## src/rtl/gpio_ctrl_if.sv

```systemverilog
// Register-bus bundle between the system bus master and gpio_ctrl.
// Reads return one cycle after rd_en. The slave never stalls, so there is no backpressure.
interface gpio_ctrl_if #(
  parameter int GPIO_WIDTH = 16
);
  logic                  wr_en;
  logic                  rd_en;
  logic [2:0]            addr;
  logic [GPIO_WIDTH-1:0] wdata;
  logic [GPIO_WIDTH-1:0] rdata;
  logic                  rd_valid;

  modport master (
    output wr_en, rd_en, addr, wdata,
    input  rdata, rd_valid
  );

  modport slave (
    input  wr_en, rd_en, addr, wdata,
    output rdata, rd_valid
  );
endinterface

```

## src/rtl/gpio_ctrl.sv

```systemverilog
// GPIO register block: pad output/tristate, synchronised input, sticky edge flags and level irq.
// Writes land on the strobe edge and reads respond one cycle later; the block never stalls the bus.
module gpio_ctrl #(
  parameter int GPIO_WIDTH  = 16,
  parameter int SYNC_STAGES = 2
) (
  input  logic                  clk,
  input  logic                  rst_n,
  gpio_ctrl_if.slave            bus,
  output logic                  irq,
  output logic [GPIO_WIDTH-1:0] gpio_write,
  output logic [GPIO_WIDTH-1:0] gpio_status,
  input  logic [GPIO_WIDTH-1:0] gpio_read
);

  localparam logic [2:0] ADDR_OUT  = 3'd0;
  localparam logic [2:0] ADDR_TRI  = 3'd1;
  localparam logic [2:0] ADDR_IN   = 3'd2;
  localparam logic [2:0] ADDR_STAT = 3'd3;
  localparam logic [2:0] ADDR_IEN  = 3'd4;
  localparam logic [2:0] ADDR_POL  = 3'd5;

  logic [GPIO_WIDTH-1:0] out_q,   out_d;
  logic [GPIO_WIDTH-1:0] tri_q,   tri_d;
  logic [GPIO_WIDTH-1:0] stat_q,  stat_d;
  logic [GPIO_WIDTH-1:0] ien_q,   ien_d;
  logic [GPIO_WIDTH-1:0] pol_q,   pol_d;
  logic [GPIO_WIDTH-1:0] prev_q,  prev_d;
  logic [GPIO_WIDTH-1:0] rdata_q, rdata_d;
  logic                  rd_valid_q, rd_valid_d;
  logic                  irq_q,      irq_d;

  // Stage 0 takes the raw pad value; the last stage is the synchronised pin value.
  logic [SYNC_STAGES-1:0][GPIO_WIDTH-1:0] sync_q, sync_d;

  logic [GPIO_WIDTH-1:0] sync_val;
  logic [GPIO_WIDTH-1:0] rise_evt;
  logic [GPIO_WIDTH-1:0] fall_evt;
  logic [GPIO_WIDTH-1:0] edge_evt;
  logic [GPIO_WIDTH-1:0] w1c_mask;
  logic                  wr_out, wr_tri, wr_stat, wr_ien, wr_pol;

  always_comb begin
    sync_val = sync_q[SYNC_STAGES-1];
    rise_evt = sync_val & ~prev_q;
    fall_evt = ~sync_val & prev_q;
    edge_evt = (fall_evt & pol_q) | (rise_evt & ~pol_q);

    wr_out  = bus.wr_en && (bus.addr == ADDR_OUT);
    wr_tri  = bus.wr_en && (bus.addr == ADDR_TRI);
    wr_stat = bus.wr_en && (bus.addr == ADDR_STAT);
    wr_ien  = bus.wr_en && (bus.addr == ADDR_IEN);
    wr_pol  = bus.wr_en && (bus.addr == ADDR_POL);
    w1c_mask = wr_stat ? bus.wdata : '0;
  end

  always_comb begin
    sync_d = {sync_q[SYNC_STAGES-2:0], gpio_read};
    prev_d = sync_val;

    out_d = wr_out ? bus.wdata : out_q;
    tri_d = wr_tri ? bus.wdata : tri_q;
    ien_d = wr_ien ? bus.wdata : ien_q;
    pol_d = wr_pol ? bus.wdata : pol_q;

    // A new event outranks a same-cycle clear so no edge is ever lost.
    stat_d = (stat_q & ~w1c_mask) | edge_evt;

    irq_d = |(stat_q & ien_q);
  end

  // Read mux samples pre-write register state so a simultaneous write is not visible yet.
  always_comb begin
    rd_valid_d = bus.rd_en;
    rdata_d    = '0;
    if (bus.rd_en) begin
      case (bus.addr)
        ADDR_OUT:  rdata_d = out_q;
        ADDR_TRI:  rdata_d = tri_q;
        ADDR_IN:   rdata_d = sync_val;
        ADDR_STAT: rdata_d = stat_q;
        ADDR_IEN:  rdata_d = ien_q;
        ADDR_POL:  rdata_d = pol_q;
        default:   rdata_d = '0;
      endcase
    end
  end

  always_ff @(posedge clk or negedge rst_n) begin
    if (!rst_n) begin
      sync_q     <= '0;
      prev_q     <= '0;
      out_q      <= '0;
      tri_q      <= '1;
      stat_q     <= '0;
      ien_q      <= '0;
      pol_q      <= '0;
      rdata_q    <= '0;
      rd_valid_q <= 1'b0;
      irq_q      <= 1'b0;
    end else begin
      sync_q     <= sync_d;
      prev_q     <= prev_d;
      out_q      <= out_d;
      tri_q      <= tri_d;
      stat_q     <= stat_d;
      ien_q      <= ien_d;
      pol_q      <= pol_d;
      rdata_q    <= rdata_d;
      rd_valid_q <= rd_valid_d;
      irq_q      <= irq_d;
    end
  end

  assign gpio_write   = out_q;
  assign gpio_status  = tri_q;
  assign irq          = irq_q;
  assign bus.rdata    = rdata_q;
  assign bus.rd_valid = rd_valid_q;

endmodule

```

## src/flat_wrapper.sv

```systemverilog
// flat-port wrapper written by rule: the top's interface ports become plain ports
module gpio_ctrl_flat 
#(
  parameter int GPIO_WIDTH  = 16,
  parameter int SYNC_STAGES = 2
)
  (clk, rst_n, irq, gpio_write, gpio_status, gpio_read, bus_wr_en, bus_rd_en, bus_addr, bus_wdata, bus_rdata, bus_rd_valid);
  gpio_ctrl_if #(.GPIO_WIDTH(GPIO_WIDTH)) bus_i ();
  input  logic clk;
  input  logic rst_n;
  output logic irq;
  output logic [GPIO_WIDTH-1:0] gpio_write;
  output logic [GPIO_WIDTH-1:0] gpio_status;
  input  logic [GPIO_WIDTH-1:0] gpio_read;
  input wire logic [$bits(bus_i.wr_en)-1:0] bus_wr_en;
  input wire logic [$bits(bus_i.rd_en)-1:0] bus_rd_en;
  input wire logic [$bits(bus_i.addr)-1:0] bus_addr;
  input wire logic [$bits(bus_i.wdata)-1:0] bus_wdata;
  output wire logic [$bits(bus_i.rdata)-1:0] bus_rdata;
  output wire logic [$bits(bus_i.rd_valid)-1:0] bus_rd_valid;
  assign bus_i.wr_en = bus_wr_en;
  assign bus_i.rd_en = bus_rd_en;
  assign bus_i.addr = bus_addr;
  assign bus_i.wdata = bus_wdata;
  assign bus_rdata = bus_i.rdata;
  assign bus_rd_valid = bus_i.rd_valid;
  gpio_ctrl #(.GPIO_WIDTH(GPIO_WIDTH), .SYNC_STAGES(SYNC_STAGES)) u_core (.clk(clk), .rst_n(rst_n), .bus(bus_i), .irq(irq), .gpio_write(gpio_write), .gpio_status(gpio_status), .gpio_read(gpio_read));
endmodule
```

## config.mk

```make
export PLATFORM = sky130hd
export DESIGN_NAME = gpio_ctrl_flat
export DESIGN_NICKNAME = d
export VERILOG_FILES = /design/src/rtl/gpio_ctrl_if.sv /design/src/rtl/gpio_ctrl.sv /design/src/flat_wrapper.sv
export SDC_FILE = /design/constraint.sdc
export NUM_CORES = 1
export LEC_CHECK = 0
export BUFFER_PORTS_ARGS = -buffer_cell sky130_fd_sc_hd__buf_2
export CORE_MARGIN = 1
export CORE_UTILIZATION = 50
export CTS_CLUSTER_DIAMETER = 50
export DETAILED_ROUTE_END_ITERATION = 7
export PLACE_DENSITY = 0.74
export SYNTH_ARGS = -nofsm -noshare
export SYNTH_HDL_FRONTEND = slang
export SYNTH_SLANG_ARGS = --single-unit
```

## constraint.sdc

```tcl
create_clock -name clk -period 1.8 [get_ports clk]
set_clock_uncertainty 0.1 [all_clocks]
set_input_delay 0.09 -clock clk [delete_from_list [all_inputs] [get_ports clk]]
set_output_delay 0.09 -clock clk [all_outputs]
set_load 0.02 [all_outputs]
```

-- Yosys cells after proc, flatten, opt, wreduce, memory -nomap -nowiden
Cells that the tools add are included.
- bits in registers: 146
- output and inout port bits: 50
- bitwise logic cells: 12
- equal/unequal tests: 5
- multiplexer cells: 3
- reduce and logical (&&, ||, !) cells: 7
- operators with widths (cell ; count):
    $and 16x16->16 ; 6
    $pmux 16 s6 ; 1
    $not 16->16 ; 4
    $mux 16 ; 2
    $or 16x16->16 ; 2
    $reduce_or 16->1 ; 1
    $eq 3x2->1 const B ; 2
    $eq 3x3->1 const B ; 2
    $logic_and 1x1->1 ; 5
    $eq 3x1->1 const B ; 1
    $logic_not 3->1 ; 1

-- Longest topological paths before layout
- depth after elaboration: 6
- depth in mapped cells: 7
- mapped depth without buffers: 4

-- Worst setup path before layout
OpenSTA, ideal clock, no wires.
- path kind: input-to-reg
- from: input port bus_addr[2]
- to: register u_core.out_q[10] (netlist: u_core.gpio_write[10])
- required time: 1.575 ns
- stages: 4
- arrival: 1.178 ns
- path slack: 0.397 ns
- cell sequence: buf_6 -> nor4b_4 -> buf_6 -> mux2_2
- cells in the longest elaborated chain, start to end: 2
- ends and longest elaborated chain (element ; RTL line ; RTL):
    from (decl) ; flat_wrapper.sv:17 ; input wire logic [$bits(bus_i.addr)-1:0] bus_addr;
    $logic_not 3->1 ; gpio_ctrl.sv:49 ; wr_out = bus.wr_en && (bus.addr == ADDR_OUT);
    $logic_and 1x1->1 ; gpio_ctrl.sv:49 ;
    to (signal assigned) ; gpio_ctrl.sv:104 ; out_q <= out_d;
    to (decl) ; gpio_ctrl.sv:23 ; logic [GPIO_WIDTH-1:0] out_q, out_d;
No other way between the ends.
A chain may end at the register's enable or synchronous reset.

-- Worst setup path after layout
- from: register u_core.ien_q[14]
- to: register u_core.irq_q (netlist: u_core.irq)
- cells in the longest elaborated chain, start to end: 2
- ends and longest elaborated chain (element ; RTL line ; RTL):
    from (decl) ; gpio_ctrl.sv:26 ; logic [GPIO_WIDTH-1:0] ien_q, ien_d;
    from (signal assigned) ; gpio_ctrl.sv:107 ; ien_q <= ien_d;
    $and 16x16->16 ; gpio_ctrl.sv:69 ; irq_d = |(stat_q & ien_q);
    $reduce_or 16->1 ; gpio_ctrl.sv:69 ;
    via u_core.irq_d ; gpio_ctrl.sv:31 ; logic irq_q, irq_d;
    to (signal assigned) ; gpio_ctrl.sv:111 ; irq_q <= irq_d;
    to (decl) ; gpio_ctrl.sv:31 ;
The timed path passes the listed nets, and every way through them passes these cells.

==> flow_summary.ini <==
[logic_synthesis]
syn_nets = 497
async_reset_ff_frac = 1.00
yosys_warnings = 0
synth_top_area_cell = dfrtp_1
synth_ff_type = dfrtp_1
yosysUniqueCellTypes = 41
netlist_area_um2 = 6050
yosysSeqAreaShare = 0.607
avgSynthCellArea_um2 = 13.2
syn_inst = 458
synth_seq_cells = 146
synth_edf_count = 0
synth_top_area_share = 0.538
synth_area_leaders = dfrtp_1, mux2_2, dfstp_2, nand2_1, mux2i_1

[min_path]
min_path_type = in2async

[timing]
drv_slew = 0
min_period_over_period = 0.810
fin_ws_ns = 0.342
whs_ns = 0.0896
rsz0062_at_grt = false
layout_min_cycle_time_ns = 1.46
hold_violations = 0
finalSetupTns_ns = 0
fmax_mhz = 686
worst_pin_slew_ns = 0.470
setup_viol = 0
maxSlewHeadroom = 0.687

[critical_path]
cp_max_fo = 3
crit_path_end_kind = register
cp_data_arrival_time_ns = 1.63
setup.worst_path.class = reg2reg
worst_ep_required_time_ns = 1.97
start_kind = register

[clock_tree]
clkTransAtPathRegs_ns = 0.06
clock_sink_count = 146
cts_tree = built
numCtsBuffers = 17
insertion_delay_ns = 0.42
cts_root_buffer = clkbuf_16
clockBufferDepth = 2
postCtsSetupRepairBufs = 0
h-tree-depth = 4

[drt]
drc = 5
viasPerCell = 5.58
routed_wl_mm = 13.8
wire_per_inst_um = 18.4
vias = 4193
first_pass_iters = 7
drt_iter0_drc = 252
ant_nets = 0

[floorplan]
die_area_um2 = 12500
die_y_um = 112
initial_core_util = 0.521
io_pins = 89
fp.coreArea_um2 = 11600
rows = 39
die_w_um = 112

[finish]
area_growth_pct = 25.2
final_util = 0.652
n_antenna_cell = 0
nets = 634
drive_gt1_frac = 0.383
fill_cells = 883

[global_route]
grt_max_degree = 50
grt_pass1_wl_mm = 22.3
first_global_vias = 4446
overflow = 0
track_usage = 0.237
antenna_found_initial = 1

[placement]
place_hpwl_mm = 9.04
pre_cts_slack_ns = 0.226
portBuffers = 88
gp_congestion = 0.794

[outcome]
violations = design-rule violations
status = finished, violations left

[power_and_ir_drop]
p_total_mw = 8.98
irDropWorstVdd_mv = 1.11
powerDensity_nw_per_um2 = 1190
p_leak_nw = 3.46

[job]
drv_cap = 0
==> synthesized netlist by cell type (5+ instances only) <==
cell type and n:
dfrtp_1 130, nand2_1 73, mux2_2 65, o211ai_1 21, mux2i_1 18, nor2_1 18, dfstp_2 16, a21oi_1 13
mux2_4 10, buf_6 9, o21ai_0 9, a22oi_1 6, and2_1 6, and3_1 6, buf_2 6, nor3b_1 6
o22ai_1 6, clkbuf_1 5
==> critical path: stages (launching register included) <==
cell	delay, ns
dfrtp_1	0.41
a22o_1	0.23
a221oi_1	0.39
nand4_1	0.17
==> layout by cell type, fill, tap and decap left out, types with 2 or more instances in the layout <==
cell           count
dlygate4sd3_1     34
clkbuf_1           3
o22ai_1            6
mux2_4            10
buf_2             87
buf_4             16
clkinv_2           5
a21oi_1           13
and2_1             6
mux2_2            65
nand2_1           73
o21ai_0            9
buf_12             3
nor3b_1            6
clkbuf_8           3
a22oi_1            6
mux2i_1           18
a21boi_1           2
dfstp_2           16
and3_1             6
o211ai_1          21
nand3b_1           3
a22o_1             4
dfrtp_1          130
nor2_1            18
a221oi_1           4
mux4_2             2
clkbuf_16         17
a31oi_1            2
nor2b_1            2
==> cell families (layout without fill, tap and decap cells) <==
| group | count (synthesis) | after routing | synth area share |
|---|---|---|---|
| flip-flops | 146 | 146 | 0.607 |
| buffers and inverters | 24 | 174 | 0.0308 |
| AND/OR/NAND/NOR | 124 | 124 | 0.101 |
| multiplexers | 96 | 96 | 0.185 |
| AO/OA/AOI/OAI | 68 | 68 | 0.0755 |
==> flip-flops by register name, indices dropped and copies added, names as in the netlist, 16 cells and up <==
| name | flops |
|---|---|
| u_core.bus.rdata | 16 |
| u_core.gpio_status | 16 |
| u_core.gpio_write | 16 |
| u_core.ien_q | 16 |
| u_core.pol_q | 16 |
| u_core.prev_d | 16 |
| u_core.prev_q | 16 |
| u_core.stat_q | 16 |
| u_core.sync_d | 16 |
==> per-stage QoR <==
step / instance area (um2) / cells
floorplan: 6050 / 458
global placement: 6670 / 685
detailed placement: 6670 / 685
CTS: 7570 / 751
global route: 7570 / 751
finish: 7570 / 751
==> power by group <==
group / total, mW / leakage, nW / internal (mW) / switching, mW
clock network: 3.30 / 0.277 / 2.00 / 1.29
logic: 1.53 / 1.50 / 0.749 / 0.782
registers: 4.15 / 1.68 / 3.79 / 0.363
==> metal layers <==
metal / vias to the layer above / wire, um / global-route usage
li1: 1902 / - / -
met1: 2127 / 5910 / 0.291
met2: 134 / 6930 / 0.393
met3: 28 / 671 / 0.0664
met4: 2 / 282 / 0.103
met5: - / 13 / 0
==> what timing repair did <==
item	in CTS	in global routing
hold buffers	34	0
gates resized for setup	0	0
hold endpoints to repair	235	0
==> final timing paths <==
kind                                                      end  slack [ns]  depth (start not counted)                    startpoint
hold reg to reg                   u_core.prev_d[15]$_DFF_PN0_        0.24                          0   u_core.sync_d[31]$_DFF_PN0_
max in group asynchronous  u_core.gpio_status[13]$_DFFE_PN1P_        0.84                          3                         rst_n
min in group clk               u_core.bus.rdata[13]$_DFF_PN0_        0.11                          3                   bus_addr[2]
setup / recovery                         u_core.irq$_DFF_PN0_        0.34                          3  u_core.ien_q[14]$_DFFE_PN0P_
setup reg to reg                         u_core.irq$_DFF_PN0_        0.34                          3  u_core.ien_q[14]$_DFFE_PN0P_
hold / removal                    u_core.sync_d[24]$_DFF_PN0_        0.09                          2                         rst_n
==> area by class of cell <==
type                       instances  area (um2)  area share
clock buffer                      23         478      0.0632
clock inverter                     9        80.1      0.0106
inverter                           1        3.75    0.000496
multi-input combinational        288        2190       0.289
sequential                       146        3670       0.485
tap                              143         179      0.0236
timing repair buffer             141         967       0.128
No activity file was read; power rests on OpenSTA's default activity.
